**config.mk**
```make
export PLATFORM = sky130hd
export DESIGN_NAME = multicycle_ctrl_flat
export DESIGN_NICKNAME = d
export VERILOG_FILES = /design/src/rtl/multicycle_ctrl_if.sv /design/src/rtl/multicycle_ctrl.sv /design/src/flat_wrapper.sv
export SDC_FILE = /design/constraint.sdc
export NUM_CORES = 1
export LEC_CHECK = 0
export CAP_MARGIN = 10
export CORE_MARGIN = 5
export CORE_UTILIZATION = 43
export CTS_CLUSTER_SIZE = 24
export DETAILED_ROUTE_END_ITERATION = 7
export PLACE_DENSITY = 0.8
export SLEW_MARGIN = 20
export SYNTH_ARGS = -nofsm -noshare
export SYNTH_HDL_FRONTEND = slang
export SYNTH_SLANG_ARGS = --single-unit
```
**constraint.sdc**
```tcl
create_clock -name clk -period 3 [get_ports clk]
set_input_delay 0.6 -clock clk [delete_from_list [all_inputs] [get_ports clk]]
set_output_delay 0.6 -clock clk [all_outputs]
set_load 0.01 [all_outputs]
```
**src/rtl/multicycle_ctrl_if.sv**
```systemverilog
// Datapath control bundle between multicycle_ctrl and the shared datapath.
//   master : controller side (takes instr/EQ/mem_ready, drives all controls)
//   slave  : datapath side
// Signals: instr, EQ, mem_ready (to controller); pc_write, pc_src, ir_write,
// adr_src, mem_read, MemWrite, RegWrite, alu_src_a, alu_src_b, ALUctrl,
// ImmSrc, result_src, state_o, illegal, retired (from controller).
interface multicycle_ctrl_if #(
  parameter int WIDTH     = 32,
  parameter int CNT_WIDTH = 32
);
  logic [WIDTH-1:0]     instr;
  logic                 EQ;
  logic                 mem_ready;
  logic                 pc_write;
  logic                 pc_src;
  logic                 ir_write;
  logic                 adr_src;
  logic                 mem_read;
  logic                 MemWrite;
  logic                 RegWrite;
  logic [1:0]           alu_src_a;
  logic [1:0]           alu_src_b;
  logic [2:0]           ALUctrl;
  logic [1:0]           ImmSrc;
  logic [1:0]           result_src;
  logic [3:0]           state_o;
  logic                 illegal;
  logic [CNT_WIDTH-1:0] retired;

  modport master (
    input  instr, EQ, mem_ready,
    output pc_write, pc_src, ir_write, adr_src, mem_read, MemWrite, RegWrite,
           alu_src_a, alu_src_b, ALUctrl, ImmSrc, result_src, state_o,
           illegal, retired
  );

  modport slave (
    output instr, EQ, mem_ready,
    input  pc_write, pc_src, ir_write, adr_src, mem_read, MemWrite, RegWrite,
           alu_src_a, alu_src_b, ALUctrl, ImmSrc, result_src, state_o,
           illegal, retired
  );
endinterface

```
**src/rtl/multicycle_ctrl.sv**
```systemverilog
// multicycle_ctrl: Moore control FSM for a shared-datapath reduced RISC-V core.
// Sequences FETCH/DECODE/execute/writeback over 3-5 cycles, drives every
// datapath enable and mux select from the current state (BRANCH also looks at
// EQ and funct3), counts retired instructions and halts in TRAP on an
// unsupported opcode or branch funct3 until reset.
// Ports:
//   clk  - rising-edge clock
//   rst  - synchronous active-high reset (forces all enables low while high)
//   bus  - multicycle_ctrl_if.master: instr/EQ/mem_ready in, controls out
// Build option:
//   MEM_WAIT_EN - FETCH, MEMRD and MEMWR hold until mem_ready=1. Without it
//                 mem_ready is ignored and each memory state lasts one cycle.
module multicycle_ctrl #(
  parameter int WIDTH     = 32,
  parameter int CNT_WIDTH = 32
) (
  input logic                clk,
  input logic                rst,
  multicycle_ctrl_if.master  bus
);

  typedef enum logic [3:0] {
    S_FETCH  = 4'd0,
    S_DECODE = 4'd1,
    S_MEMADR = 4'd2,
    S_MEMRD  = 4'd3,
    S_MEMWR  = 4'd4,
    S_EXECR  = 4'd5,
    S_EXECI  = 4'd6,
    S_ALUWB  = 4'd7,
    S_MEMWB  = 4'd8,
    S_BRANCH = 4'd9,
    S_TRAP   = 4'd10
  } state_t;

  typedef struct packed {
    logic       pc_write;
    logic       pc_src;
    logic       ir_write;
    logic       adr_src;
    logic       mem_read;
    logic       mem_write;
    logic       reg_write;
    logic [1:0] src_a;
    logic [1:0] src_b;
    logic [2:0] alu_ctrl;
    logic [1:0] imm_src;
    logic [1:0] result_src;
  } ctrl_t;

  localparam logic [6:0] OP_LOAD  = 7'b0000011;
  localparam logic [6:0] OP_STORE = 7'b0100011;
  localparam logic [6:0] OP_R     = 7'b0110011;
  localparam logic [6:0] OP_I     = 7'b0010011;
  localparam logic [6:0] OP_BR    = 7'b1100011;

  localparam logic [2:0] ALU_ADD = 3'b000;
  localparam logic [2:0] ALU_SUB = 3'b001;
  localparam logic [2:0] ALU_AND = 3'b010;
  localparam logic [2:0] ALU_OR  = 3'b011;
  localparam logic [2:0] ALU_SLT = 3'b101;

  state_t               state, nxt;
  ctrl_t                cw;
  logic [CNT_WIDTH-1:0] retired_q;
  logic [WIDTH-1:0]     ir;
  logic [6:0]           opcode;
  logic [2:0]           f3;
  logic                 f7b;
  logic                 mem_done;
  logic                 br_taken;
  logic                 retire_evt;

  assign ir     = bus.instr;
  assign opcode = ir[6:0];
  assign f3     = ir[14:12];
  assign f7b    = ir[30];

`ifdef MEM_WAIT_EN
  assign mem_done = bus.mem_ready;
  logic unused_ok;
  assign unused_ok = ^{ir[WIDTH-1:31], ir[29:15], ir[11:7]};
`else
  assign mem_done = 1'b1;
  logic unused_ok;
  assign unused_ok = ^{ir[WIDTH-1:31], ir[29:15], ir[11:7], bus.mem_ready};
`endif

  // funct3 -> ALU op; sub_ok selects sub on funct3=000 (R-type funct7[30] only)
  function automatic logic [2:0] alu_op(input logic [2:0] fn3, input logic sub_ok);
    case (fn3)
      3'b000:  alu_op = sub_ok ? ALU_SUB : ALU_ADD;
      3'b111:  alu_op = ALU_AND;
      3'b110:  alu_op = ALU_OR;
      3'b010:  alu_op = ALU_SLT;
      default: alu_op = ALU_ADD;
    endcase
  endfunction

  assign br_taken = ((f3 == 3'b000) && bus.EQ) || ((f3 == 3'b001) && !bus.EQ);

  always_ff @(posedge clk) begin
    if (rst) begin
      state     <= S_FETCH;
      retired_q <= '0;
    end else begin
      state <= nxt;
      if (retire_evt) retired_q <= retired_q + 1'b1;
    end
  end

  always_comb begin
    cw  = '0;
    nxt = state;
    case (state)
      S_FETCH: begin
        cw.adr_src  = 1'b0;
        cw.mem_read = 1'b1;
        cw.src_a    = 2'b00;
        cw.src_b    = 2'b10;
        cw.alu_ctrl = ALU_ADD;
        // IR and PC only load once the fetched word is actually there
        cw.ir_write = mem_done;
        cw.pc_write = mem_done;
        if (mem_done) nxt = S_DECODE;
      end
      S_DECODE: begin
        // speculative branch target oldPC+immB parked in ALUout
        cw.src_a    = 2'b01;
        cw.src_b    = 2'b01;
        cw.imm_src  = 2'b10;
        cw.alu_ctrl = ALU_ADD;
        case (opcode)
          OP_LOAD, OP_STORE: nxt = S_MEMADR;
          OP_R:              nxt = S_EXECR;
          OP_I:              nxt = S_EXECI;
          OP_BR:             nxt = S_BRANCH;
          default:           nxt = S_TRAP;
        endcase
      end
      S_MEMADR: begin
        cw.src_a    = 2'b10;
        cw.src_b    = 2'b01;
        cw.alu_ctrl = ALU_ADD;
        cw.imm_src  = (opcode == OP_STORE) ? 2'b01 : 2'b00;
        nxt         = (opcode == OP_STORE) ? S_MEMWR : S_MEMRD;
      end
      S_MEMRD: begin
        cw.adr_src  = 1'b1;
        cw.mem_read = 1'b1;
        if (mem_done) nxt = S_MEMWB;
      end
      S_MEMWR: begin
        cw.adr_src   = 1'b1;
        cw.mem_write = 1'b1;
        if (mem_done) nxt = S_FETCH;
      end
      S_EXECR: begin
        cw.src_a    = 2'b10;
        cw.src_b    = 2'b00;
        cw.alu_ctrl = alu_op(f3, f7b);
        nxt         = S_ALUWB;
      end
      S_EXECI: begin
        cw.src_a    = 2'b10;
        cw.src_b    = 2'b01;
        cw.imm_src  = 2'b00;
        cw.alu_ctrl = alu_op(f3, 1'b0);
        nxt         = S_ALUWB;
      end
      S_ALUWB: begin
        cw.result_src = 2'b00;
        cw.reg_write  = 1'b1;
        nxt           = S_FETCH;
      end
      S_MEMWB: begin
        cw.result_src = 2'b01;
        cw.reg_write  = 1'b1;
        nxt           = S_FETCH;
      end
      S_BRANCH: begin
        cw.src_a    = 2'b10;
        cw.src_b    = 2'b00;
        cw.alu_ctrl = ALU_SUB;
        if (f3 == 3'b000 || f3 == 3'b001) begin
          cw.pc_write = br_taken;
          cw.pc_src   = br_taken;
          nxt         = S_FETCH;
        end else begin
          nxt = S_TRAP;
        end
      end
      S_TRAP:  nxt = S_TRAP;
      default: nxt = S_TRAP;
    endcase
  end

  // Only completed instructions count; TRAP and reset never reach here
  assign retire_evt = (nxt == S_FETCH) &&
                      (state == S_MEMWB || state == S_MEMWR ||
                       state == S_ALUWB || state == S_BRANCH);

  assign bus.pc_write   = cw.pc_write  & ~rst;
  assign bus.pc_src     = cw.pc_src;
  assign bus.ir_write   = cw.ir_write  & ~rst;
  assign bus.adr_src    = cw.adr_src;
  assign bus.mem_read   = cw.mem_read  & ~rst;
  assign bus.MemWrite   = cw.mem_write & ~rst;
  assign bus.RegWrite   = cw.reg_write & ~rst;
  assign bus.alu_src_a  = cw.src_a;
  assign bus.alu_src_b  = cw.src_b;
  assign bus.ALUctrl    = cw.alu_ctrl;
  assign bus.ImmSrc     = cw.imm_src;
  assign bus.result_src = cw.result_src;
  assign bus.state_o    = state;
  assign bus.illegal    = (state == S_TRAP) & ~rst;
  assign bus.retired    = retired_q;

endmodule
```
**src/flat_wrapper.sv**
```systemverilog
// flat-port wrapper written by rule: the top's interface ports become plain ports
module multicycle_ctrl_flat 
#(
  parameter int WIDTH     = 32,
  parameter int CNT_WIDTH = 32
)
  (clk, rst, bus_instr, bus_EQ, bus_mem_ready, bus_pc_write, bus_pc_src, bus_ir_write, bus_adr_src, bus_mem_read, bus_MemWrite, bus_RegWrite, bus_alu_src_a, bus_alu_src_b, bus_ALUctrl, bus_ImmSrc, bus_result_src, bus_state_o, bus_illegal, bus_retired);
  multicycle_ctrl_if #(.WIDTH(WIDTH), .CNT_WIDTH(CNT_WIDTH)) bus_i ();
  input logic clk;
  input logic rst;
  input wire logic [$bits(bus_i.instr)-1:0] bus_instr;
  input wire logic [$bits(bus_i.EQ)-1:0] bus_EQ;
  input wire logic [$bits(bus_i.mem_ready)-1:0] bus_mem_ready;
  output wire logic [$bits(bus_i.pc_write)-1:0] bus_pc_write;
  output wire logic [$bits(bus_i.pc_src)-1:0] bus_pc_src;
  output wire logic [$bits(bus_i.ir_write)-1:0] bus_ir_write;
  output wire logic [$bits(bus_i.adr_src)-1:0] bus_adr_src;
  output wire logic [$bits(bus_i.mem_read)-1:0] bus_mem_read;
  output wire logic [$bits(bus_i.MemWrite)-1:0] bus_MemWrite;
  output wire logic [$bits(bus_i.RegWrite)-1:0] bus_RegWrite;
  output wire logic [$bits(bus_i.alu_src_a)-1:0] bus_alu_src_a;
  output wire logic [$bits(bus_i.alu_src_b)-1:0] bus_alu_src_b;
  output wire logic [$bits(bus_i.ALUctrl)-1:0] bus_ALUctrl;
  output wire logic [$bits(bus_i.ImmSrc)-1:0] bus_ImmSrc;
  output wire logic [$bits(bus_i.result_src)-1:0] bus_result_src;
  output wire logic [$bits(bus_i.state_o)-1:0] bus_state_o;
  output wire logic [$bits(bus_i.illegal)-1:0] bus_illegal;
  output wire logic [$bits(bus_i.retired)-1:0] bus_retired;
  assign bus_i.instr = bus_instr;
  assign bus_i.EQ = bus_EQ;
  assign bus_i.mem_ready = bus_mem_ready;
  assign bus_pc_write = bus_i.pc_write;
  assign bus_pc_src = bus_i.pc_src;
  assign bus_ir_write = bus_i.ir_write;
  assign bus_adr_src = bus_i.adr_src;
  assign bus_mem_read = bus_i.mem_read;
  assign bus_MemWrite = bus_i.MemWrite;
  assign bus_RegWrite = bus_i.RegWrite;
  assign bus_alu_src_a = bus_i.alu_src_a;
  assign bus_alu_src_b = bus_i.alu_src_b;
  assign bus_ALUctrl = bus_i.ALUctrl;
  assign bus_ImmSrc = bus_i.ImmSrc;
  assign bus_result_src = bus_i.result_src;
  assign bus_state_o = bus_i.state_o;
  assign bus_illegal = bus_i.illegal;
  assign bus_retired = bus_i.retired;
  multicycle_ctrl #(.WIDTH(WIDTH), .CNT_WIDTH(CNT_WIDTH)) u_core (.clk(clk), .rst(rst), .bus(bus_i));
endmodule
```
# Word level (Yosys, flattened, before mapping)
# Cells that the tools add are included.
# op_classes
add_sub_neg	1
multipliers	0
div	0
order_cmp	0
n_eq_ne	19
n_shift	0
mux	19
bitwise	7
n_reduce_logical	18
# op_table
op	n
7-bit case mux with 6 select lines	1
32-bit by 1-bit adder with 32-bit output (second input constant)	1
4-bit case mux with 7 select lines	1
4-bit by 3-bit == test with 1-bit output (second input constant)	4
4-bit case mux with 4 select lines	1
7-bit by 6-bit == test with 1-bit output (second input constant)	2
4-bit == test (second input constant)	3
3-bit case mux with 4 select lines	1
2-bit OR reduction	5
1-bit 2-to-1 mux	9
3-bit case mux with 3 select lines	1
4-bit by 2-bit == test with 1-bit output (second input constant)	2
4-bit logical NOT	2
7-bit by 2-bit == test with 1-bit output (second input constant)	1
7-bit by 5-bit == test with 1-bit output (second input constant)	1
7-bit == test (second input constant)	1
1-bit bitwise AND	6
3-bit == test (second input constant)	2
1-bit logical OR	5
4-bit by 1-bit == test with 1-bit output (second input constant)	1
4-bit 2-to-1 mux	1
2-bit case mux with 2 select lines	1
3-bit by 1-bit == test with 1-bit output (second input constant)	1
3-bit by 2-bit == test with 1-bit output (second input constant)	1
other kinds (8)	10
# word_totals
regBits	36
latchBits	0
ram_bits	0
mem_bits_ro	0
out_inout_bits	55
word_cells	66
memories	0

# Longest topological paths before layout
# depth
ltp_word	6
ltp_mapped	8
depth_no_buf	5

# Least setup slack after synthesis
# Ideal clock, no wire load.
# synth_timing
path_kind	reg2out
from	reg u_core.state[0] (netlist: u_core.bus.state_o[0])
to	out bus_pc_write
arrival_ns	1.806
path_slack_ns	0.594
stages_incl_launch_ff	6
n_path_buf	1
cell_sequence	dfxtp_1 > clkbuf_1 > nand2b_1 > or2_2 > nor4_1 > o21a_1
# synth_via
elab_chain_len	3
# synth_rtl
item	line_no	text
from (decl)	multicycle_ctrl.sv:63	state_t state, nxt;
from (signal assigned)	multicycle_ctrl.sv:107	state <= nxt;
4-bit == test / 4-bit logical NOT (equally long branches)	multicycle_ctrl.sv:115	case (state)
1-bit case mux with 2 select lines *	multicycle_ctrl.sv:115	
1-bit bitwise AND *	multicycle_ctrl.sv:203	assign bus.pc_write = cw.pc_write & ~rst;
to (decl)	flat_wrapper.sv:14	output wire logic [$bits(bus_i.pc_write)-1:0] bus_pc_write;
# Mark *: on every way between the ends. The rest lies on a longest branch, timed or not.

# Worst setup path after layout
# layout_timing
from	in bus_instr[13]
to	out bus_pc_write
# layout_via
elab_chain_len	6
# layout_rtl
item	line_no	text
from (decl)	flat_wrapper.sv:11	input wire logic [$bits(bus_i.instr)-1:0] bus_instr;
3-bit by 1-bit == test with 1-bit output / 3-bit logical NOT (equally long branches)	multicycle_ctrl.sv:100, multicycle_ctrl.sv:185	
1-bit logical AND	multicycle_ctrl.sv:100	assign br_taken = ((f3 == 3'b000) && bus.EQ) || ((f3 == 3'b001) && !bus.EQ);
1-bit logical OR	multicycle_ctrl.sv:100	
2-bit 2-to-1 mux *	multicycle_ctrl.sv:185	if (f3 == 3'b000 || f3 == 3'b001) begin
1-bit case mux with 2 select lines *	multicycle_ctrl.sv:115	
1-bit bitwise AND *	multicycle_ctrl.sv:203	
# Marks and branches as above.

==> qor.csv <==
metric;value;unit
layout net count;380;
number of hold violations in the final report;0;
antenna violations before repair;0;
Iteration-0 DRC Markers;155;
leakage;1.006;nW
element type at the critical path start;input port;
routability cong.;0.8651;
WP data required;2.40;ns
leading cell types in the layout, fill and taps excluded;clkdlybuf4s50_1, dfxtp_1, a21oi_1;
largest driver fanout on the critical path;4;
HP Class;flip-flop to flip-flop;
share of flip-flops with an asynchronous set or reset;0;
core footprint;5042;µm²
global-route wire length before repair;10560;µm
Post-Synthesis Net Count;310;
number of failing setup endpoints in the final timing report;0;
part of the power in registers;0.338;
RSZ-0062 raised after global routing;false;
detail-routed net length per standard cell;15.08;µm
pin count of the biggest net entering global routing;36;
Post-synth EDFFs;0;
run status;complete, no violations;
DR vias;2460;
half-perimeter wire length after detailed placement;4400;µm
Top-Level Pins;91;
number of synthesized register bits;36;
ratio of cells with drive above 1 in the final layout;0.1047;
time the worst path needs with I/O delays and setup;2.884;ns
Routed Wire Length;6243;µm
maximum vdd drop;0.3799;mV
final worst-path cycle share;0.9613;
count of unresolved DRC violations after routing;0;
diode insertion count for antenna repair;0;
Fin Hold WS;0.5027;ns
max-cap check violation count;0;
Final Worst Setup Slack;0.1160;ns
number of nets with antenna violations after detailed routing;0;
clock tree skew after final layout;0.009741;ns
Chip Width;81.46;µm
number of standard cells in the final layout excluding fillers;414;
post-detailed-route via-to-cell ratio;5.942;
clock transition at the register clock pins on the worst setup and hold paths after CTS;0.08;ns
clock tree from TritonCTS;done;
combined area of all synthesized cells;2196;µm²
number of warnings printed during yosys synthesis;0;
arrival time of the worst setup path;2.28;ns
post-synth top area cell;dfxtp_1;
part of the power in the clock network;0.230;
type of destination of the critical path;primary output;
CTS hold repair buffers;0;
switching power share of the total;0.3600;
level count of the clock H-tree;2;
TritonCTS buffer count;5;
mean post-synth cell area;8.043;µm²
total die area;6636;µm²
Cells after Synth;273;
grt total ovfl;0;
upper clock frequency limit;346.7;MHz
number of max-slew violations in the final report;0;
area of the multi-input gates;1353;µm²
y dimension of the die;81.46;µm
Longest Clk Path Bufs;2;
number of fillers in the final layout;477;
power per standard cell area;513.1;nW/µm²
count of clock tree sinks;36;
signed area change from the synthesized netlist to the final layout;40.97;%
dominant cells by area after synthesis;dfxtp_1, or4_1, o31ai_1;
part of the Yosys area used for sequential elements;0.3282;
Internal Power;0.001017;W
combinational cell fraction of total power;0.431;
total routing usage reported by global routing;0.1996;
top-area cell type share of the netlist area;0.3282;
clock root buffer master;clkbuf_8;
worst slack, placed;-0.04084;ns
Placed Instances;405;
number of placement rows;26;
dominant register cell in the synthesized netlist;dfxtp_1;
kind of critical path;input port to primary output;
most common cell after layout, fill and taps aside;clkdlybuf4s50_1;
vias in the first global route;2292;
net switching power;0.0005718;W
area used by sequential logic in the layout;721.9;µm²
clock latency of the later-clocked register in the worst-skew pair;0.30;ns
Unique masters post-synth;49;
starting density of the core;0.4355;
number of input and output port buffers inserted;67;
1st-pass router iterations;4;
-- worst paths after layout --
path                                  startpoint                             endpoint  slack [ns]  cells after the start
max reg2reg     u_core.bus.state_o[2]$_SDFF_PP0_  u_core.bus.retired[17]$_SDFFE_PP0P_        0.63                      6
min reg2reg  u_core.bus.retired[29]$_SDFFE_PP0P_  u_core.bus.retired[29]$_SDFFE_PP0P_        0.50                      2
min          u_core.bus.retired[29]$_SDFFE_PP0P_  u_core.bus.retired[29]$_SDFFE_PP0P_        0.50                      2
max                                bus_instr[13]                         bus_pc_write        0.12                      6
-- registers in the layout, summed over array words and instances (netlist names) --
register	count
u_core.bus.retired	32
u_core.bus.state_o	4
-- metrics by stage --
stage                TNS, ns    util  area (µm²)  total power, W
floorplan                  0       -        2196       0.0009230
global placement    -0.03181  0.5893        2972        0.001213
detailed placement  -0.04084  0.5893        2972        0.001219
CTS                        0  0.6099        3075        0.001592
global route               0  0.6139        3095        0.001685
finish                     0  0.6139        3095        0.001588
-- cell families (layout without fill, tap and decap cells) --
group,after synthesis,after routing,synth area share
compound gates,73,73,0.2171
mux,5,5,0.02507
buf+inv,30,101,0.06552
flops,36,36,0.3282
other cells,1,1,0.001708
simple gates,123,123,0.3408
fa+ha+maj,1,1,0.005697
xor+xnor,4,4,0.01596
-- cells in the mapped netlist (2+ instances only) --
cell,count
a21oi_1,30
a31oi_1,2
and2_1,2
and3_1,2
and4_1,4
buf_4,2
buf_6,3
clkbuf_1,17
dfxtp_1,36
inv_1,7
mux2_2,4
nand2_1,16
nand2b_1,5
nand3_1,9
nand4_1,12
nor2_1,13
nor2b_1,6
nor3_1,6
nor4_1,6
o2111ai_1,2
o21a_1,2
o21ai_0,4
o22ai_1,2
o31ai_1,21
o41ai_1,4
or3_1,6
or4_1,26
xnor2_1,2
xor2_1,2
-- area by class of cell --
type | instances | share of cell area
Clock buffer | 6 | 0.02668
Clock inverter | 2 | 0.003234
Inverter | 7 | 0.008488
Multi-Input combinational cell | 207 | 0.4369
Sequential cell | 36 | 0.2332
Tap cell | 70 | 0.02829
Timing Repair Buffer | 86 | 0.2631
-- critical path: stages --
cell	delay, ns
clkdlybuf4s50_1	0.44
buf_4	0.16
nor4_1	0.27
buf_4	0.16
o21a_1	0.12
clkdlybuf4s50_1	0.53
-- power groups by stage --
stage	clock, W	sequential, W	combinational [W]
floorplan	0	0.000545	0.000378
global placement	0	0.000545	0.000668
detailed placement	0	0.000548	0.000672
CTS	0.000375	0.000536	0.000680
global route	0.000397	0.000545	0.000743
finish	0.000366	0.000537	0.000685
-- routing by layer --
metal | vias up | share of wire | global-route usage
li1 | 1201 | - | -
met1 | 1167 | 0.43 | 0.2500
met2 | 82 | 0.49 | 0.3274
met3 | 10 | 0.070 | 0.05154
met4 | 0 | 0.015 | 0.07601
met5 | - | 0 | 0
-- timing repair --
action                                  4_1_cts  5_1_grt
pin swaps                                     0        1
gates cloned                                  0        0
resized for setup                             3        3
buffers inserted                              0        1
endpoints found under the setup margin        2        3
(Power assumes the default switching activity.)
